--- config.mk ---
export PLATFORM = sky130hd
export DESIGN_NAME = vga_wport_arbiter_flat
export DESIGN_NICKNAME = d
export VERILOG_FILES = /design/src/rtl/vga_pkg.sv /design/src/rtl/vga_wport_arbiter_if.sv /design/src/rtl/vga_clear_seq.sv /design/src/rtl/vga_wport_arbiter.sv /design/src/flat_wrapper.sv
export SDC_FILE = /design/constraint.sdc
export NUM_CORES = 1
export LEC_CHECK = 0
export CORE_ASPECT_RATIO = 1.75
export CORE_MARGIN = 2
export CORE_UTILIZATION = 64
export DETAILED_ROUTE_END_ITERATION = 16
export DONT_BUFFER_PORTS = 1
export GPL_TIMING_DRIVEN = 1
export PLACE_DENSITY = 0.77
export SLEW_MARGIN = 20
export SYNTH_ARGS = -nofsm -noshare
export SYNTH_HDL_FRONTEND = slang
export SYNTH_HIERARCHICAL = 1
export SYNTH_SLANG_ARGS = --single-unit
--- constraint.sdc ---
create_clock -name clk -period 2.2 [get_ports clk]
set_input_delay 0.11 -clock clk [delete_from_list [all_inputs] [get_ports clk]]
set_output_delay 0.11 -clock clk [all_outputs]
set_load 0.01 [all_outputs]
--- src/rtl/vga_pkg.sv ---
// vga_pkg: frame geometry, bus widths and arbiter state encoding shared by the VGA write-port blocks
package vga_pkg;
  localparam int H_ACTIVE = 640;
  localparam int V_ACTIVE = 480;
  localparam int FRAME_PIXELS = H_ACTIVE * V_ACTIVE;
  localparam int ADDR_W = 19;
  localparam int DATA_W = 8;
  localparam logic [DATA_W-1:0] CLEAR_VALUE = 8'h00;
  typedef enum logic {SERVE, CLEAR} state_t;
endpackage

--- src/rtl/vga_wport_arbiter_if.sv ---
// vga_wport_arbiter_if: plot requests, clear control and frame-buffer write bus of the write-port arbiter
interface vga_wport_arbiter_if;
  import vga_pkg::*;
  logic clear_start, clear_busy, clear_done;
  logic p0_valid, p0_ready, p1_valid, p1_ready;
  logic [ADDR_W-1:0] p0_addr, p1_addr, vga_waddr;
  logic [DATA_W-1:0] p0_data, p1_data, dina;
  logic wea;
  logic [7:0] oob_count;
  modport master (
    output clear_start, p0_valid, p0_addr, p0_data, p1_valid, p1_addr, p1_data,
    input clear_busy, clear_done, p0_ready, p1_ready, vga_waddr, dina, wea, oob_count
  );
  modport slave (
    input clear_start, p0_valid, p0_addr, p0_data, p1_valid, p1_addr, p1_data,
    output clear_busy, clear_done, p0_ready, p1_ready, vga_waddr, dina, wea, oob_count
  );
endinterface

--- src/rtl/vga_clear_seq.sv ---
// vga_clear_seq: sweeps every frame-buffer address once, one per cycle, flagging the final pixel
module vga_clear_seq #(
  parameter int H_ACTIVE = vga_pkg::H_ACTIVE,
  parameter int V_ACTIVE = vga_pkg::V_ACTIVE
) (
  input  logic clk,
  input  logic reset,
  input  logic start,
  output logic busy,
  output logic done,
  output logic [vga_pkg::ADDR_W-1:0] addr
);
  localparam int COL_W = $clog2(H_ACTIVE);
  localparam int ROW_W = $clog2(V_ACTIVE);
  logic [COL_W-1:0] col;
  logic [ROW_W-1:0] row;
  logic col_end, pre_last;
  assign col_end = col == COL_W'(H_ACTIVE - 1);
  // done is registered, so it is raised one pixel ahead of the last one
  assign pre_last = row == ROW_W'(V_ACTIVE - 1) && col == COL_W'(H_ACTIVE - 2);
  always_ff @(posedge clk) begin
    if (reset) begin
      busy <= 1'b0;
      done <= 1'b0;
      row <= '0;
      col <= '0;
      addr <= '0;
    end else if (busy) begin
      busy <= !done;
      done <= !done && pre_last;
      if (!done) begin
        col <= col_end ? '0 : col + 1'b1;
        row <= col_end ? row + 1'b1 : row;
        addr <= addr + 1'b1;
      end
    end else if (start) begin
      busy <= 1'b1;
      done <= 1'b0;
      row <= '0;
      col <= '0;
      addr <= '0;
    end
  end
endmodule

--- src/rtl/vga_wport_arbiter.sv ---
// vga_wport_arbiter: round-robin arbiter for two plotters plus a full-frame clear on one BRAM write port
module vga_wport_arbiter #(
  parameter int H_ACTIVE = vga_pkg::H_ACTIVE,
  parameter int V_ACTIVE = vga_pkg::V_ACTIVE,
  parameter logic [vga_pkg::DATA_W-1:0] CLEAR_VALUE = vga_pkg::CLEAR_VALUE
) (
  input logic clk,
  input logic reset,
  vga_wport_arbiter_if.slave bus
);
  import vga_pkg::*;
  localparam int FRAME = H_ACTIVE * V_ACTIVE;
  state_t state;
  logic last_p1, serve, gnt, in_rng, clr_start, clr_busy, clr_done, wr_q;
  logic [ADDR_W-1:0] g_addr, clr_addr, wa_q;
  logic [DATA_W-1:0] g_data, wd_q;
  logic [7:0] oob_q;
  assign serve = state == SERVE && !bus.clear_start;
  assign bus.p0_ready = serve && bus.p0_valid && (!bus.p1_valid || last_p1);
  assign bus.p1_ready = serve && bus.p1_valid && (!bus.p0_valid || !last_p1);
  assign gnt = bus.p0_ready || bus.p1_ready;
  assign g_addr = bus.p1_ready ? bus.p1_addr : bus.p0_addr;
  assign g_data = bus.p1_ready ? bus.p1_data : bus.p0_data;
  assign in_rng = g_addr < ADDR_W'(FRAME);
  assign clr_start = state == SERVE && bus.clear_start;
  vga_clear_seq #(.H_ACTIVE(H_ACTIVE), .V_ACTIVE(V_ACTIVE)) u_clear (
    .clk(clk), .reset(reset), .start(clr_start), .busy(clr_busy), .done(clr_done), .addr(clr_addr)
  );
  always_ff @(posedge clk) begin
    if (reset) begin
      state <= SERVE;
      last_p1 <= 1'b1;
      wr_q <= 1'b0;
      wa_q <= '0;
      wd_q <= '0;
      oob_q <= '0;
    end else begin
      state <= clr_start ? CLEAR : (state == CLEAR && clr_done) ? SERVE : state;
      wr_q <= gnt && in_rng;
      if (gnt) last_p1 <= bus.p1_ready;
      if (gnt && in_rng) begin
        wa_q <= g_addr;
        wd_q <= g_data;
      end
      if (gnt && !in_rng) oob_q <= oob_q + {7'd0, oob_q != 8'hff};
      // keep the last clear pixel on the bus once the sweep hands back to SERVE
      if (clr_done) begin
        wa_q <= clr_addr;
        wd_q <= CLEAR_VALUE;
      end
    end
  end
  assign bus.wea = wr_q || clr_busy;
  assign bus.vga_waddr = clr_busy ? clr_addr : wa_q;
  assign bus.dina = clr_busy ? CLEAR_VALUE : wd_q;
  assign bus.clear_busy = clr_busy;
  assign bus.clear_done = clr_done;
  assign bus.oob_count = oob_q;
endmodule

--- src/flat_wrapper.sv ---
// flat-port wrapper written by rule: the top's interface ports become plain ports
module vga_wport_arbiter_flat import vga_pkg::*;
#(
  parameter int H_ACTIVE = vga_pkg::H_ACTIVE,
  parameter int V_ACTIVE = vga_pkg::V_ACTIVE,
  parameter logic [vga_pkg::DATA_W-1:0] CLEAR_VALUE = vga_pkg::CLEAR_VALUE
)
  (clk, reset, bus_clear_start, bus_p0_valid, bus_p0_addr, bus_p0_data, bus_p1_valid, bus_p1_addr, bus_p1_data, bus_clear_busy, bus_clear_done, bus_p0_ready, bus_p1_ready, bus_vga_waddr, bus_dina, bus_wea, bus_oob_count);
  vga_wport_arbiter_if bus_i ();
  input logic clk;
  input logic reset;
  input wire logic [$bits(bus_i.clear_start)-1:0] bus_clear_start;
  input wire logic [$bits(bus_i.p0_valid)-1:0] bus_p0_valid;
  input wire logic [$bits(bus_i.p0_addr)-1:0] bus_p0_addr;
  input wire logic [$bits(bus_i.p0_data)-1:0] bus_p0_data;
  input wire logic [$bits(bus_i.p1_valid)-1:0] bus_p1_valid;
  input wire logic [$bits(bus_i.p1_addr)-1:0] bus_p1_addr;
  input wire logic [$bits(bus_i.p1_data)-1:0] bus_p1_data;
  output wire logic [$bits(bus_i.clear_busy)-1:0] bus_clear_busy;
  output wire logic [$bits(bus_i.clear_done)-1:0] bus_clear_done;
  output wire logic [$bits(bus_i.p0_ready)-1:0] bus_p0_ready;
  output wire logic [$bits(bus_i.p1_ready)-1:0] bus_p1_ready;
  output wire logic [$bits(bus_i.vga_waddr)-1:0] bus_vga_waddr;
  output wire logic [$bits(bus_i.dina)-1:0] bus_dina;
  output wire logic [$bits(bus_i.wea)-1:0] bus_wea;
  output wire logic [$bits(bus_i.oob_count)-1:0] bus_oob_count;
  assign bus_i.clear_start = bus_clear_start;
  assign bus_i.p0_valid = bus_p0_valid;
  assign bus_i.p0_addr = bus_p0_addr;
  assign bus_i.p0_data = bus_p0_data;
  assign bus_i.p1_valid = bus_p1_valid;
  assign bus_i.p1_addr = bus_p1_addr;
  assign bus_i.p1_data = bus_p1_data;
  assign bus_clear_busy = bus_i.clear_busy;
  assign bus_clear_done = bus_i.clear_done;
  assign bus_p0_ready = bus_i.p0_ready;
  assign bus_p1_ready = bus_i.p1_ready;
  assign bus_vga_waddr = bus_i.vga_waddr;
  assign bus_dina = bus_i.dina;
  assign bus_wea = bus_i.wea;
  assign bus_oob_count = bus_i.oob_count;
  vga_wport_arbiter #(.H_ACTIVE(H_ACTIVE), .V_ACTIVE(V_ACTIVE), .CLEAR_VALUE(CLEAR_VALUE)) u_core (.clk(clk), .reset(reset), .bus(bus_i));
endmodule
==> metrics.md, run 1 <==
| Metric | Value |
|---|---|
| Die width | `67.4 um` |
| Max Cap Viol | `0` |
| Core ar. | `around 6900 um^2` |
| Clk sink count | `between 70 and 80` |
| Worst path top cell family by delay | `compound AO/OA/AOI/OAI gates` |
| Number of fill cells | `approximately 520` |
| Tmin final | `approximately 2.0 ns` |
| Worst EP arrival | `2.29 ns` |
| Cell Rows | `40` |
| Hold Slack | `around 0.0027 ns` |
| FF/Latch Area | `1560 um^2` |
| Logic pwr share | `~11%` |
| Synth top area share | `34.7%` |
| Net Sw Power | `between 800 and 900 uW` |
| Clk slew on worst S/H paths | `~0.060 ns` |
| I/O pins | `slightly below 100` |
| Placed Area | `between 4000 and 5000 um^2` |
| Die Ht | `between 100 and 150 um` |
| Design area | `between 4000 and 5000 um^2` |
| Root buf cell | `clkbuf_16` |
| Clk_lat worst skew | `about 0.33 ns` |
| Initial DRT Pass Iterations | `4` |
| Clock Skew | `roughly 0.0057 ns` |
| Netlist Area Pre-Place | `roughly 4500 um^2` |
| Largest net degree at the start of global routing | `62` |
| Top cells by area, synth | `dfxtp_1 35%, mux2_2 9.8%, nand3_1 4.3%, nand2_1 3.8%, nor2_1 3.3%` |
| Top cell type by total area after synthesis | `dfxtp_1` |
| Tcrit/Tclk final | `about 92%` |
| Iter 0 DRT Violations | `~270` |
| Status | `complete, no violations` |
| Max Freq | `0.492 GHz` |
| Initial Util | `between 60 and 70%` |
| Syn Inst Count | `498` |
| RSZ-0062 raised after global routing | `false` |
| CTS Buf Count | `9` |
| Vias | `between 3,000 and 4,000` |
| Post-synth EDFFs | `0` |
| Via-per-instance ratio | `about 6.5` |
| Most common cell after layout, fill and taps aside | `dfxtp_1` |
| Post-synthesis register bit count | `78` |
| Final Setup Violations | `0` |
| Total negative setup slack | `0 ns` |
| Slew @ Worst Pin | `0.844 ns` |
| Static leakage | `1.70 nW` |
| Multi-input logic area | `2710 um^2` |
| DIE AREA | `about 7700 um^2` |
| Max_slew headroom | `roughly 44%` |
| Int Power | `2.66 mW` |
| WL final | `10.8 mm` |
| Post-synthesis cell type count | `60` |
| First-pass GRT wire length | `approximately 17 mm` |
| Initial antenna violation count | `0` |
| Worst path cell trace | `nor2b_1, nand2b_4, a2111o_2, a211oi_1, mux2i_1` |
| PwrDens | `702 nW/um^2` |
| Sequential Power Share | `roughly 43%` |
| Diode count | `0` |
| Register area share after synthesis | `34.7%` |
| Commonest non-fill, non-tap cells in the layout | `77 x dfxtp_1, 46 x nand2_1, 39 x nand3_1, 39 x mux2_2, 39 x nor2_1` |
| # H-tree levels | `3` |
| Routed wire length per instance | `18.5 um` |
| Fin. max-slew vios | `0` |
| Buffer and inverter count on the worst path | `0` |
| Kind of start point of the critical path | `flip-flop` |
| Critical path type | `flip-flop to flip-flop` |
| Mean Syn Cell Area | `around 9.0 um^2` |
| Synth Warn # | `6` |
| HPWL Detailed | `7.46 mm` |
| Crit-path slowest cell | `a2111o_2` |
| DRC violation count after routing | `0` |
| FFs w/ async S/R, synth | `0%` |
| Vias in the first global route | `roughly 3,700` |
| Number of nets in the layout | `between 500 and 600` |
| Grt ovf | `0` |
| # port buffers | `0` |
| Endpoints failing hold | `0` |
| CP endpoint kind | `flip-flop` |
| CTS tree | `built` |
| Critical path peak fanout | `16` |
| Critical path's largest stage delay | `between 0.6 and 0.7 ns` |
| Worst hold path type | `input port to flip-flop` |
| Switch share | `a little under a quarter` |
| Number of routed nets with antenna violations | `0` |
| Power share of the clock group | `a little under half` |
| Worst Path Required | `2.46 ns` |
| CTS Buffer Depth | `2` |
| Area grow syn2layout | `9.70%` |
| Gr usage total | `28.3%` |
| Post CTS Setup Buffer Count | `0` |
| Share of layout cells above drive strength 1 | `around a fifth` |
| VDD IR-drop max | `around 0.5 mV` |
| Synth Flop Type | `dfxtp_1` |
| GPL Wtd Cong | `0.853` |
| Syn Nets | `roughly 560` |
==> registers in the layout, indices dropped and copies added (netlist names) <==
| register | count |
|---|---|
| u_core/bus.oob_count | 8 |
| u_core/wd_q | 8 |
| u_core/last_p1 | 1 |
| u_core/u_clear/addr | 19 |
| u_core/wr_q | 1 |
| u_core/u_clear/row | 9 |
| u_core/u_clear/busy | 1 |
| u_core/state | 1 |
| u_core/wa_q | 19 |
| u_core/u_clear/done | 1 |
| u_core/u_clear/col | 10 |
==> cell type report <==
class,count,share of cell area [%]
clock inverter,4,1.42
clock buffer,11,5.12
tap,84,2.13
sequential,78,31.6
multi-input combinational,375,54.8
timing repair buffer,18,3.75
inverter,12,1.17
==> power by group through the flow <==
stage | logic, mW | clock network (mW) | registers [mW]
2_1_floorplan | 0.310 | 0 | 1.51
4_1_cts | 0.386 | 1.61 | 1.48
6_report | 0.385 | 1.60 | 1.48
5_1_grt | 0.416 | 1.68 | 1.49
3_5_place_dp | 0.355 | 0 | 1.51
3_3_place_gp | 0.345 | 0 | 1.51
==> layer usage <==
metal | routed length (um) | track usage, % | part of all wire [%]
met5 | 0 | 0 | 0
met4 | 298 | 15.1 | 2.8
met1 | 4130 | 30.8 | 38
met2 | 5810 | 50.9 | 54
met3 | 550 | 4.31 | 5.1
==> repair_timing <==
| action | 4_1_cts | 5_1_grt |
|---|---|---|
| gates resized for setup | 0 | 2 |
| hold buffers | 3 | 0 |
| hold endpoints to repair | 52 | 0 |
| setup endpoints to repair | 0 | 2 |
==> logic make-up (layout without fill, tap and decap cells) <==
logic type | count (synthesis) | in the layout | share of synthesized area [%]
compound gates | 101 | 101 | 18.6
xor+xnor | 15 | 15 | 2.92
fa+ha+maj | 6 | 6 | 1.67
buf+inv | 45 | 45 | 5.39
flops | 78 | 78 | 34.7
mux | 51 | 51 | 12.4
simple gates | 202 | 202 | 24.3
==> through the flow <==
step | instances | utilization (%) | setup WS, ns | total power, mW
2_1_floorplan | 498 | - | 0.300 | 1.82
3_3_place_gp | 564 | 66.5 | 0.260 | 1.86
3_5_place_dp | 564 | 66.6 | 0.167 | 1.87
4_1_cts | 582 | 72.0 | 0.157 | 3.48
5_1_grt | 582 | 72.0 | 0.0366 | 3.58
6_report | 582 | 72.0 | 0.168 | 3.47
==> worst paths after layout <==
kind | slack (ns) | end | depth (start not counted) | from
worst max-delay path | 0.17 | u_core/u_clear/row[8] | 5 | u_core/state
worst min-delay path | 0.003 | u_core/wa_q[13] | 2 | reset
worst max register to register | 0.17 | u_core/u_clear/row[8] | 5 | u_core/state
worst min register to register | 0.49 | u_core/u_clear/row[8] | 2 | u_core/u_clear/row[8]
==> cells in the mapped netlist (2+ instances only) <==
master	number
a21o_1	2
or4_1	2
nor4_1	3
buf_1	5
a2111oi_2	7
nor3_1	2
a21oi_1	19
mux2i_1	12
or3_1	8
a31o_2	2
nand2_1	46
ha_1	6
nor2b_1	12
nand4b_1	2
a211o_1	2
a2111oi_0	4
o2111ai_1	7
xnor2_1	10
o211ai_1	18
buf_6	5
clkbuf_1	16
nand4_1	11
nor2_1	40
dfxtp_1	78
nand3_1	39
or4b_2	5
or2_2	2
xor2_1	5
buf_2	4
inv_1	10
buf_4	2
mux2_2	39
or4b_1	13
o21ai_0	11
and3_1	3
a2111o_1	8
nand2b_1	3
nand3b_1	3
nor3b_1	3
a211oi_1	9
Power figures use the tool's default switching activity.
==> inputs of run 2 (changes only) <==
--- a/config.mk
+++ b/config.mk
@@ -10,8 +10,9 @@
 export CORE_UTILIZATION = 64
 export DETAILED_ROUTE_END_ITERATION = 16
 export DONT_BUFFER_PORTS = 1
-export GPL_TIMING_DRIVEN = 1
+export GPL_TIMING_DRIVEN = 0
 export PLACE_DENSITY = 0.77
+export SKIP_CTS_REPAIR_TIMING = 1
 export SLEW_MARGIN = 20
 export SYNTH_ARGS = -nofsm -noshare
 export SYNTH_HDL_FRONTEND = slang
==> run 2 against run 1 <==
Against the previous run:
- critical path depth down 1
- sequential cell count unchanged
- clock skew up 0.0035 ns
- sequential power about the same
- first-iteration DRC count down 24%
- setup slack worse by 0.057 ns
- cell count up 2.9%
- sequential share of layout area about the same
- via count up 4.1%
- non-clock buffer count up 17
- maximum frequency down 2.7%
- cell area about the same
- highest routed layer unchanged
==> metrics.md, run 2 (synthesized netlist as in run 1, its figures left out) <==
| Metric | Value |
|---|---|
| Status | `complete, no violations` |
| Critical path type | `flip-flop to flip-flop` |
| Cell Rows | `40 (unchanged)` |
| Final Setup Violations | `0 (unchanged)` |
| Largest net degree at the start of global routing | `13 (-79%)` |
| CTS Buf Count | `9 (unchanged)` |
| CP endpoint kind | `flip-flop` |
| Clk_lat worst skew | `0.34 ns (about the same)` |
| I/O pins | `99 (unchanged)` |
| VDD IR-drop max | `0.681 mV (+36%)` |
| RSZ-0062 raised after global routing | `false` |
| Tmin final | `2.09 ns (+0.0565 ns)` |
| Max Cap Viol | `0 (unchanged)` |
| WL final | `11.4 mm (+6.0%)` |
| WHS Endpoint | `u_core/last_p1` |
| Critical path peak fanout | `7 (-9)` |
| Iter 0 DRT Violations | `207 (-24%)` |
| HPWL Detailed | `8.44 mm (+13%)` |
| DIE AREA | `7750 um^2 (unchanged)` |
| Tcrit/Tclk final | `94.9% (+2.6 points)` |
| Most common cell after layout, fill and taps aside | `dfxtp_1` |
| Crit path launch | `u_core/u_clear/addr[3]` |
| Vias | `3,956 (+4.1%)` |
| Kind of start point of the critical path | `flip-flop` |
| Die width | `67.4 um (unchanged)` |
| Static leakage | `1.68 nW (-0.69%)` |
| Buffer and inverter count on the worst path | `0 (unchanged)` |
| Number of fill cells | `560 (+7.5%)` |
| Die Ht | `115 um (unchanged)` |
| Vias in the first global route | `3,765 (+3.1%)` |
| Total power | `3.35 mW (-3.3%)` |
| Number of nets in the layout | `576 (+3.0%)` |
| DRC violation count after routing | `0 (unchanged)` |
| Worst R2R Path Depth | `4 (-1)` |
| Worst Path Required | `2.41 ns (-0.05 ns)` |
| Area grow syn2layout | `9.72% (about the same)` |
| Non-Filler Instances | `599 (+2.9%)` |
| CTS tree | `built` |
| Worst EP arrival | `2.30 ns (about the same)` |
| Reg2reg setup slack | `0.11 ns (-0.06 ns)` |
| Routed wire length per instance | `19.1 um (+3.0%)` |
| Diode count | `0 (unchanged)` |
| Number of routed nets with antenna violations | `0 (unchanged)` |
| Worst r2r src | `u_core/u_clear/addr[3]` |
| Critical path's largest stage delay | `0.67 ns (+0.05 ns)` |
| # H-tree levels | `3 (unchanged)` |
| Reg-to-reg critical path endpoint | `u_core/u_clear/addr[14]` |
| # port buffers | `0 (unchanged)` |
| Root buf cell | `clkbuf_16` |
| Hold_sp | `bus_clear_start` |
| Initial DRT Pass Iterations | `4 (unchanged)` |
| Max Freq | `0.479 GHz (-2.7%)` |
| Grt ovf | `0 (unchanged)` |
| Slew @ Worst Pin | `0.789 ns (-0.0543 ns)` |
| Clk sink count | `78 (unchanged)` |
| Worst path top cell family by delay | `simple AND/OR/NAND/NOR gates` |
| Endpoints failing hold | `0 (unchanged)` |
| Worst path cell trace | `nand4_1, or4_1, o311ai_0, o21ai_0` |
| Commonest non-fill, non-tap cells in the layout | `78 x dfxtp_1, 46 x nand2_1, 40 x nor2_1` |
| Final core occ | `72.1% (about the same)` |
| Top Registers | `u_core/u_clear/addr: 19 flops, u_core/wa_q: 19 flops, u_core/u_clear/col: 10 flops` |
| Initial Util | `65.7% (unchanged)` |
| Initial antenna violation count | `0 (unchanged)` |
| Crit-path slowest cell | `or4_1` |
| Clock Skew | `0.00918 ns (+0.00352 ns)` |
| First-pass GRT wire length | `17.4 mm (+3.1%)` |
| Share of layout cells above drive strength 1 | `18.8% (-0.64 points)` |
| Clk slew on worst S/H paths | `0.06 ns (about the same)` |
| CTS Buffer Depth | `2 (unchanged)` |
| Max_slew headroom | `47.2% (+3.6 points)` |
| PwrDens | `679 nW/um^2 (-3.3%)` |
| Dpl cells | `582 (+3.2%)` |
| Core ar. | `6860 um^2 (unchanged)` |
| Worst hold path type | `input port to flip-flop` |
| GPL Wtd Cong | `0.843 (-1.2%)` |
| Gr usage total | `29.7% (+1.4 points)` |
| Worst Hold Path Cells | `3 (+1)` |
| Via-per-instance ratio | `6.60 (+1.1%)` |
| Total negative setup slack | `0 ns (unchanged)` |
| Fin. max-slew vios | `0 (unchanged)` |
run 2: power by group:
group / switching (mW) / internal [mW] / total (mW)
Clock: 0.570 / 0.899 / 1.47
Sequential: 0.0311 / 1.46 / 1.49
Combinational: 0.239 / 0.158 / 0.397
Total: 0.840 / 2.51 / 3.35
run 2: area by class of cell:
type	instances	area, um^2	area share, %
Buffer	33	193	3.90
Sequential cell	78	1560	31.6
Tap cell	84	105	2.13
Multi-Input combinational cell	375	2710	54.9
Inverter	12	57.6	1.16
Clock inverter	4	47.5	0.962
Clock buffer	11	243	4.91
Timing Repair Buffer	2	20.0	0.405
run 2: metrics by stage:
stage	setup slack (ns)	hold slack [ns]	instance area, um^2
floorplan	0.300	0.179	4500
global placement	-0.0495	0.181	4610
detailed placement	-0.0412	0.185	4610
CTS	-0.202	-0.172	4900
global route	0.00367	0.0275	4940
finish	0.111	0.0139	4940
run 2: tightest hold or removal path: stages:
cell and delay, ns:
nor2_1 0.04, nand2_1 0.06, a211o_1 0.11
run 2: how the worst max path moves through the flow:
stage | end | depth (start not counted)
after floorplan | u_core/u_clear/row[7] | 7
after global placement | u_core/u_clear/addr[10] | 6
after detailed placement | u_core/u_clear/addr[10] | 6
after CTS | bus_vga_waddr[12] | 3
after global routing | u_core/wa_q[16] | 5
final | u_core/u_clear/addr[14] | 4
run 2: layer usage:
metal / up-vias / wire length [um] / GRT usage (%)
met1: 1917 / 4290 / 29.9
li1: 1898 / - / -
met2: 118 / 6250 / 55.0
met5: - / 0 / 0
met4: 0 / 373 / 16.3
met3: 23 / 518 / 5.77
